--- src/rtl/weight_reader.sv ---
// Read-side sequencer for the per-layer weight memory: walks rows, captures each row, and hands it downstream over valid/ready.
// Define WEIGHT_READER_LOOP_EN to wrap back to layer 0 after the last vector instead of finishing the pass.
module weight_reader #(
  parameter int LAYER_SIZE  = 4,
  parameter int LAYER_DEPTH = 4,
  parameter int BIT_SIZE    = 16,
  localparam int AW = (LAYER_DEPTH > 1) ? $clog2(LAYER_DEPTH) : 1,
  localparam int DW = LAYER_SIZE * BIT_SIZE
) (
  input  logic          clk,
  input  logic          rst,
  input  logic          start,
  input  logic          abort,
  output logic          busy,
  output logic          done,
  output logic [AW-1:0] mem_layer,
  input  logic [DW-1:0] mem_w,
  output logic          w_valid,
  input  logic          w_ready,
  output logic [DW-1:0] w_data,
  output logic [AW-1:0] w_layer,
  output logic          w_last
);

  typedef enum logic [2:0] {IDLE, ADDR, WAIT, PRESENT, FIN} state_t;

  localparam logic [AW-1:0] LAST_LAYER = AW'(LAYER_DEPTH - 1);

  state_t state;

  // mem_layer doubles as the layer counter: it always equals the row being fetched or presented.
  always_ff @(posedge clk or negedge rst) begin
    if (!rst) begin
      state     <= IDLE;
      busy      <= 1'b0;
      done      <= 1'b0;
      mem_layer <= '0;
      w_valid   <= 1'b0;
      w_data    <= '0;
      w_layer   <= '0;
      w_last    <= 1'b0;
    end else begin
      done <= 1'b0;
      if (abort && state != IDLE) begin
        state     <= IDLE;
        busy      <= 1'b0;
        w_valid   <= 1'b0;
        w_last    <= 1'b0;
        mem_layer <= '0;
      end else begin
        case (state)
          IDLE: begin
            if (start && !abort) begin
              state     <= ADDR;
              busy      <= 1'b1;
              mem_layer <= '0;
            end
          end
          ADDR: state <= WAIT;
          WAIT: begin
            w_data  <= mem_w;
            w_layer <= mem_layer;
            w_last  <= (mem_layer == LAST_LAYER);
            w_valid <= 1'b1;
            state   <= PRESENT;
          end
          PRESENT: begin
            if (w_ready) begin
              w_valid <= 1'b0;
              w_last  <= 1'b0;
              if (mem_layer != LAST_LAYER) begin
                mem_layer <= mem_layer + AW'(1);
                state     <= ADDR;
              end else begin
`ifdef WEIGHT_READER_LOOP_EN
                mem_layer <= '0;
                done      <= 1'b1;
                state     <= ADDR;
`else
                done  <= 1'b1;
                state <= FIN;
`endif
              end
            end
          end
          FIN: begin
            busy  <= 1'b0;
            state <= IDLE;
          end
          default: state <= IDLE;
        endcase
      end
    end
  end

endmodule

--- config.mk ---
export PLATFORM = sky130hd
export DESIGN_NAME = weight_reader
export DESIGN_NICKNAME = d
export VERILOG_FILES = /design/src/rtl/weight_reader.sv
export SDC_FILE = /design/constraint.sdc
export NUM_CORES = 1
export LEC_CHECK = 0
export BUFFER_PORTS_ARGS = -buffer_cell sky130_fd_sc_hd__buf_2
export CAP_MARGIN = 0
export CORE_AREA = 2 2 99 101
export CTS_CLUSTER_SIZE = 12
export DETAILED_ROUTE_END_ITERATION = 8
export DIE_AREA = 0 0 101 103
export SYNTH_ARGS = -nofsm -noshare
export SYNTH_HDL_FRONTEND = slang
export SYNTH_SLANG_ARGS = --single-unit
--- constraint.sdc ---
create_clock -name clk -period 1.8 [get_ports clk]
set_clock_uncertainty 0.15 [all_clocks]
set_input_delay 0.54 -clock clk [delete_from_list [all_inputs] [get_ports clk]]
set_output_delay 0.54 -clock clk [all_outputs]
set_load 0.005 [all_outputs]
After elaboration in Yosys (flattened, before gate mapping)
Cells that the tools add are included.
{ "classes": {"n_mux": 22, "addsub": 1, "n_reduce_logical": 13, "bitwise_logic": 1, "n_eq_ne": 9} }
{ "ops": {"columns": ["cell", "n"], "rows": [
  ["$mux W3", 4],
  ["$pmux W3 S4", 1],
  ["$reduce_bool A3 Y1", 4],
  ["$mux W1", 9],
  ["$ne A3 B3 Y1 const B", 3],
  ["$mux W2", 4],
  ["$reduce_and A2 Y1", 4],
  ["$eq A3 B2 Y1 const B", 2],
  ["$pmux W1 S2", 3],
  ["$pmux W2 S2", 1],
  ["$reduce_and A4 Y1", 1],
  ["$eq A3 B1 Y1 const B", 1],
  ["$eq A3 B3 Y1 const B", 1],
  ["$logic_not A3 Y1", 1],
  ["$add A2 B1 Y2 const B", 1],
  ["$eq A2 B2 Y1 const B", 1],
  ["$logic_and A1 B1 Y1", 2],
  ["$ne A2 B2 Y1 const B", 1],
  ["$logic_not A1 Y1", 1],
  ["$not A1 Y1", 1]
]} }
{ "word_totals": {"wordCells": 54, "out_inout_bits": 72, "regBits": 75} }

Logic depth before layout (Yosys ltp)
{ "logic_depth": {"word_depth": 5, "mapped_depth": 5} }

Worst setup path after synthesis
Ideal clock, no wire load.
{ "synth_timing": {"path_kind": "input to register", "from": "input port abort", "to": "register w_layer[0]", "cell_stages": 5, "arrival_ns": 1.670, "path_buffers": 3, "setup_slack_ns": -0.148, "cell_sequence": "buf_2 > nor4b_4 > buf_4 > buf_6 > mux2_1"} }
{ "synth_via": {"elab_chain_len": 3} }
{ "synth_lines": {"columns": ["item", "line", "rtl"], "rows": [
  ["start, declared", "13", "input logic abort,"],
  ["$logic_and A1 B1 Y1", "44", "if (abort && state != IDLE) begin"],
  ["$not A1 Y1 (no line)", null, null],
  ["$reduce_and A2 Y1 (no line)", null, null],
  ["end signal, assigned", "62", "w_layer <= mem_layer;"],
  ["end, declared", "21", "output logic [AW-1:0] w_layer,"]
]} }
Every way passes these cells.
A chain may end at the register's enable or synchronous reset.

Worst setup path after layout
{ "layout_timing": {"from": "register state[2]", "to": "register w_data[23]"} }
{ "layout_via": {"elab_chain_len": 4} }
{ "layout_lines": {"columns": ["item", "line", "rtl"], "rows": [
  ["start, declared", "29", "state_t state;"],
  ["start signal, assigned", "34", "state <= IDLE;"],
  ["start signal, assigned", "45", "state <= IDLE;"],
  ["start signal, assigned", "54", "state <= ADDR;"],
  ["$reduce_bool A3 Y1", "44", null],
  ["$logic_and A1 B1 Y1", "44", null],
  ["$not A1 Y1 (no line)", null, null],
  ["$reduce_and A2 Y1 (no line) (*)", null, null],
  ["end signal, assigned", "61", "w_data <= mem_w;"],
  ["end, declared", "20", "output logic [DW-1:0] w_data,"]
]} }
Mark *: on every way between the ends. The rest lies on a longest branch, timed or not.

==> run_summary.xml <==
<?xml version="1.0" encoding="UTF-8"?>
<metrics>
  <group name="timing">
    <metric name="slew_violations" unit="">0</metric>
    <metric name="finalSetupViolations" unit="">0</metric>
    <metric name="unrepaired_setup_endpoints_after_global_routing" unit="">false</metric>
    <metric name="timing_hold_violations_final" unit="">0</metric>
    <metric name="timing.final.crit_share" unit="%">95.2</metric>
    <metric name="timing.slew.headroom" unit="%">79.0</metric>
    <metric name="max_freq" unit="GHz">0.584</metric>
    <metric name="final.min_clock_period" unit="ps">1710</metric>
    <metric name="tns" unit="ps">0</metric>
    <metric name="fin_worst_hold_slack" unit="ps">274</metric>
    <metric name="post-route-worst-setup-slack" unit="ps">87.3</metric>
    <metric name="worstMarginPinSlew" unit="ps">311</metric>
  </group>
  <group name="power_and_ir_drop">
    <metric name="power_per_cell_area" unit="nW/um2">1330</metric>
    <metric name="overall_power_consumption" unit="mW">5.54</metric>
    <metric name="cellLeakagePower" unit="nW">2.09</metric>
    <metric name="vdd_drop_max" unit="mV">0.489</metric>
  </group>
  <group name="die">
    <metric name="fp.dieH" unit="um">103</metric>
    <metric name="die_x" unit="um">101</metric>
    <metric name="ios" unit="">141</metric>
    <metric name="floorplan.initialDensity" unit="%">30.9</metric>
    <metric name="die_area" unit="um2">10400</metric>
    <metric name="core_area" unit="um2">9460</metric>
    <metric name="rows" unit="">36</metric>
  </group>
  <group name="logic_synthesis">
    <metric name="synth.top_cells.by_area" unit="">dfrtp_1, mux2_2, mux2_1</metric>
    <metric name="synth.cell_area" unit="um2">2930</metric>
    <metric name="ys_ff_latch" unit="">75</metric>
    <metric name="synth_sequential_area_ratio" unit="%">64.1</metric>
    <metric name="netlist_instances" unit="">187</metric>
    <metric name="syn_avg_cell_area" unit="um2">15.7</metric>
    <metric name="post-synth-top-area-fraction" unit="%">64.1</metric>
    <metric name="number_of_distinct_library_cells_after_synthesis" unit="">28</metric>
    <metric name="mappedNetlistNets" unit="">257</metric>
    <metric name="most_area_hungry_cell_type_in_the_yosys_netlist" unit="">dfrtp_1</metric>
    <metric name="ys.warnings.count" unit="">0</metric>
  </group>
  <group name="clock_tree">
    <metric name="ctsLongestPathBuffers" unit="">2</metric>
    <metric name="clkTransAtPathRegs" unit="ps">80</metric>
    <metric name="clock_sink_count" unit="">75</metric>
    <metric name="clock_latency" unit="ps">330</metric>
    <metric name="cts_tree" unit="">done</metric>
    <metric name="cts-root-buf" unit="">clkbuf_8</metric>
    <metric name="htreeDepth" unit="">3</metric>
    <metric name="cts_buffers" unit="">9</metric>
    <metric name="post-cts-setup-buffer-count" unit="">0</metric>
  </group>
  <group name="route">
    <metric name="routed_via_density" unit="">4.54</metric>
    <metric name="remaining_drc_errors" unit="">0</metric>
    <metric name="route.detailed.wl_per_inst" unit="um">13.5</metric>
    <metric name="via_count" unit="">2120</metric>
    <metric name="dr_pass1_iterations" unit="">4</metric>
    <metric name="antenna_violating_nets_post_route" unit="">0</metric>
    <metric name="wirelength" unit="mm">6.29</metric>
    <metric name="drt_iter0_markers" unit="">33</metric>
  </group>
  <group name="placed_design">
    <metric name="dpl.hpwl" unit="mm">4.75</metric>
    <metric name="dp_slack" unit="ps">-111</metric>
    <metric name="placed_cells" unit="">450</metric>
    <metric name="placement.cell_area" unit="um2">3950</metric>
    <metric name="port-buffer-count" unit="">140</metric>
    <metric name="place_congestion" unit="">0.736</metric>
  </group>
  <group name="finish">
    <metric name="mostFrequentLayoutCells" unit="">buf_2, dfrtp_1, mux2_2, buf_4, mux2_4</metric>
    <metric name="layout.nets" unit="">418</metric>
    <metric name="areaGrowthSynthToFinish" unit="%">42.8</metric>
    <metric name="finish.cell_count_without_fillers" unit="">467</metric>
    <metric name="final_util" unit="%">44.2</metric>
    <metric name="nFillCells" unit="">912</metric>
    <metric name="final_common_cell" unit="">buf_2</metric>
    <metric name="final_area" unit="um2">4180</metric>
    <metric name="antennaDiodeCount" unit="">0</metric>
    <metric name="post_route_cells_drive_above_1_share" unit="%">67.1</metric>
  </group>
  <group name="worst_setup_path">
    <metric name="worstPathMaxFanout" unit="">14</metric>
    <metric name="critical_path.cell_chain" unit="">nor4b_4 &gt; buf_12 &gt; buf_12 &gt; mux2_2</metric>
    <metric name="critical_path.startpoint_type" unit="">register</metric>
    <metric name="timing.setup.critical_path_class" unit="">reg -&gt; reg</metric>
    <metric name="critPathMostFrequentCell" unit="">buf_12</metric>
    <metric name="critical_path_arrival" unit="ps">1780</metric>
    <metric name="required" unit="ps">1860</metric>
    <metric name="slowest_delay" unit="ps">420</metric>
    <metric name="critical_path.slowest_cell" unit="">dfrtp_1</metric>
    <metric name="critical_path_end_type" unit="">register</metric>
  </group>
  <group name="global_routing">
    <metric name="overall_routing_resource_usage" unit="%">12.3</metric>
    <metric name="number_of_global_route_vias_before_repair" unit="">2102</metric>
    <metric name="antenna_found_initial" unit="">0</metric>
    <metric name="wire_length_of_the_first_global_routing_pass" unit="mm">9.92</metric>
    <metric name="maximum_number_of_pins_on_one_net_before_global_route_repair" unit="">43</metric>
    <metric name="gr-total-overflow" unit="">0</metric>
  </group>
  <group name="job">
    <metric name="maxCapViolations" unit="">0</metric>
  </group>
  <group name="run_status">
    <metric name="run_status" unit="">finished, final reports clean</metric>
  </group>
  <group name="worst_hold_path">
    <metric name="min_path_type" unit="">in -&gt; reg</metric>
  </group>
</metrics>
==> final timing paths <==
kind | slack [ps] | start | cells past startpoint | to
max | 90 | state[2]$_DFFE_PN0P_ | 4 | w_data[23]$_DFFE_PN0P_
max reg2reg | 90 | state[2]$_DFFE_PN0P_ | 4 | w_data[23]$_DFFE_PN0P_
max in group asynchronous | 540 | rst | 3 | w_data[1]$_DFFE_PN0P_
min | 270 | mem_w[7] | 2 | w_data[7]$_DFFE_PN0P_
min reg2reg | 330 | w_valid$_DFFE_PN0P_ | 1 | w_valid$_DFFE_PN0P_
min in group asynchronous | 430 | rst | 2 | w_data[11]$_DFFE_PN0P_
==> cells in the mapped netlist <==
cell / n
dfrtp_1: 75
mux2_2: 48
mux2_1: 18
buf_2: 8
nand2_1: 4
nor2_1: 4
and3_1: 3
a31oi_1: 2
buf_6: 2
inv_1: 2
nand2b_1: 2
nor3_1: 2
o211ai_1: 2
a21o_1: 1
a21oi_1: 1
a2bb2oi_1: 1
a32o_1: 1
buf_4: 1
ha_1: 1
nand3_1: 1
nor2b_1: 1
nor4_1: 1
nor4b_4: 1
o21a_1: 1
o21ba_2: 1
o311ai_0: 1
o31ai_1: 1
o41a_1: 1
==> per-layer routing <==
layer  part of all wire (%)  global-route usage [%]
met5                      0                       0
met4                   0.91                    5.93
met3                    6.4                    3.66
met2                     51                    20.3
met1                     42                    14.9
==> sequential cells by signal, indices dropped and copies added (netlist names) <==
register   cells
w_last         1
mem_layer      2
w_valid        1
w_data        64
done           1
w_layer        2
state          3
busy           1
==> worst max-delay path: cells and delay by family, from the launching register on <==
kind | cells | cell delay, ps
AND/OR/NAND/NOR | 1 | 330
flip-flops | 1 | 420
buffers and inverters | 2 | 340
multiplexers | 1 | 340
==> repair_timing <==
action / in CTS / in global routing
resized for setup: 0 / 0
endpoints found under the hold margin: 9 / 0
hold buffers: 1 / 0
==> cells by family (layout without fill, tap and decap cells) <==
logic type                 count (synthesis)  in the layout  synth area share (%)
AOI/OAI and AO/OA                         13             13                  3.55
adders and majority gates                  1              1                 0.427
buffers and inverters                     13            179                  2.65
DFF                                       75             75                  64.1
muxes                                     66             66                  25.4
and+or+nand+nor                           19             19                  3.85
==> power breakdown <==
group	switching, mW	leakage (nW)	internal, mW
clock network	0.582	0.111	0.821
registers	0.300	0.908	2.28
logic	0.566	1.07	0.996
==> layout make-up <==
| type | count | area [um2] | area share, % |
|---|---|---|---|
| clock buffers | 12 | 145 | 3.47 |
| multi-input cells | 99 | 1020 | 24.4 |
| well taps | 114 | 143 | 3.41 |
| clock inverters | 4 | 73.8 | 1.77 |
| repair buffers | 161 | 913 | 21.8 |
| inverters | 2 | 7.51 | 0.180 |
| flip-flops and latches | 75 | 1880 | 44.9 |
Note: power is estimated with default switching activity, not from simulation.
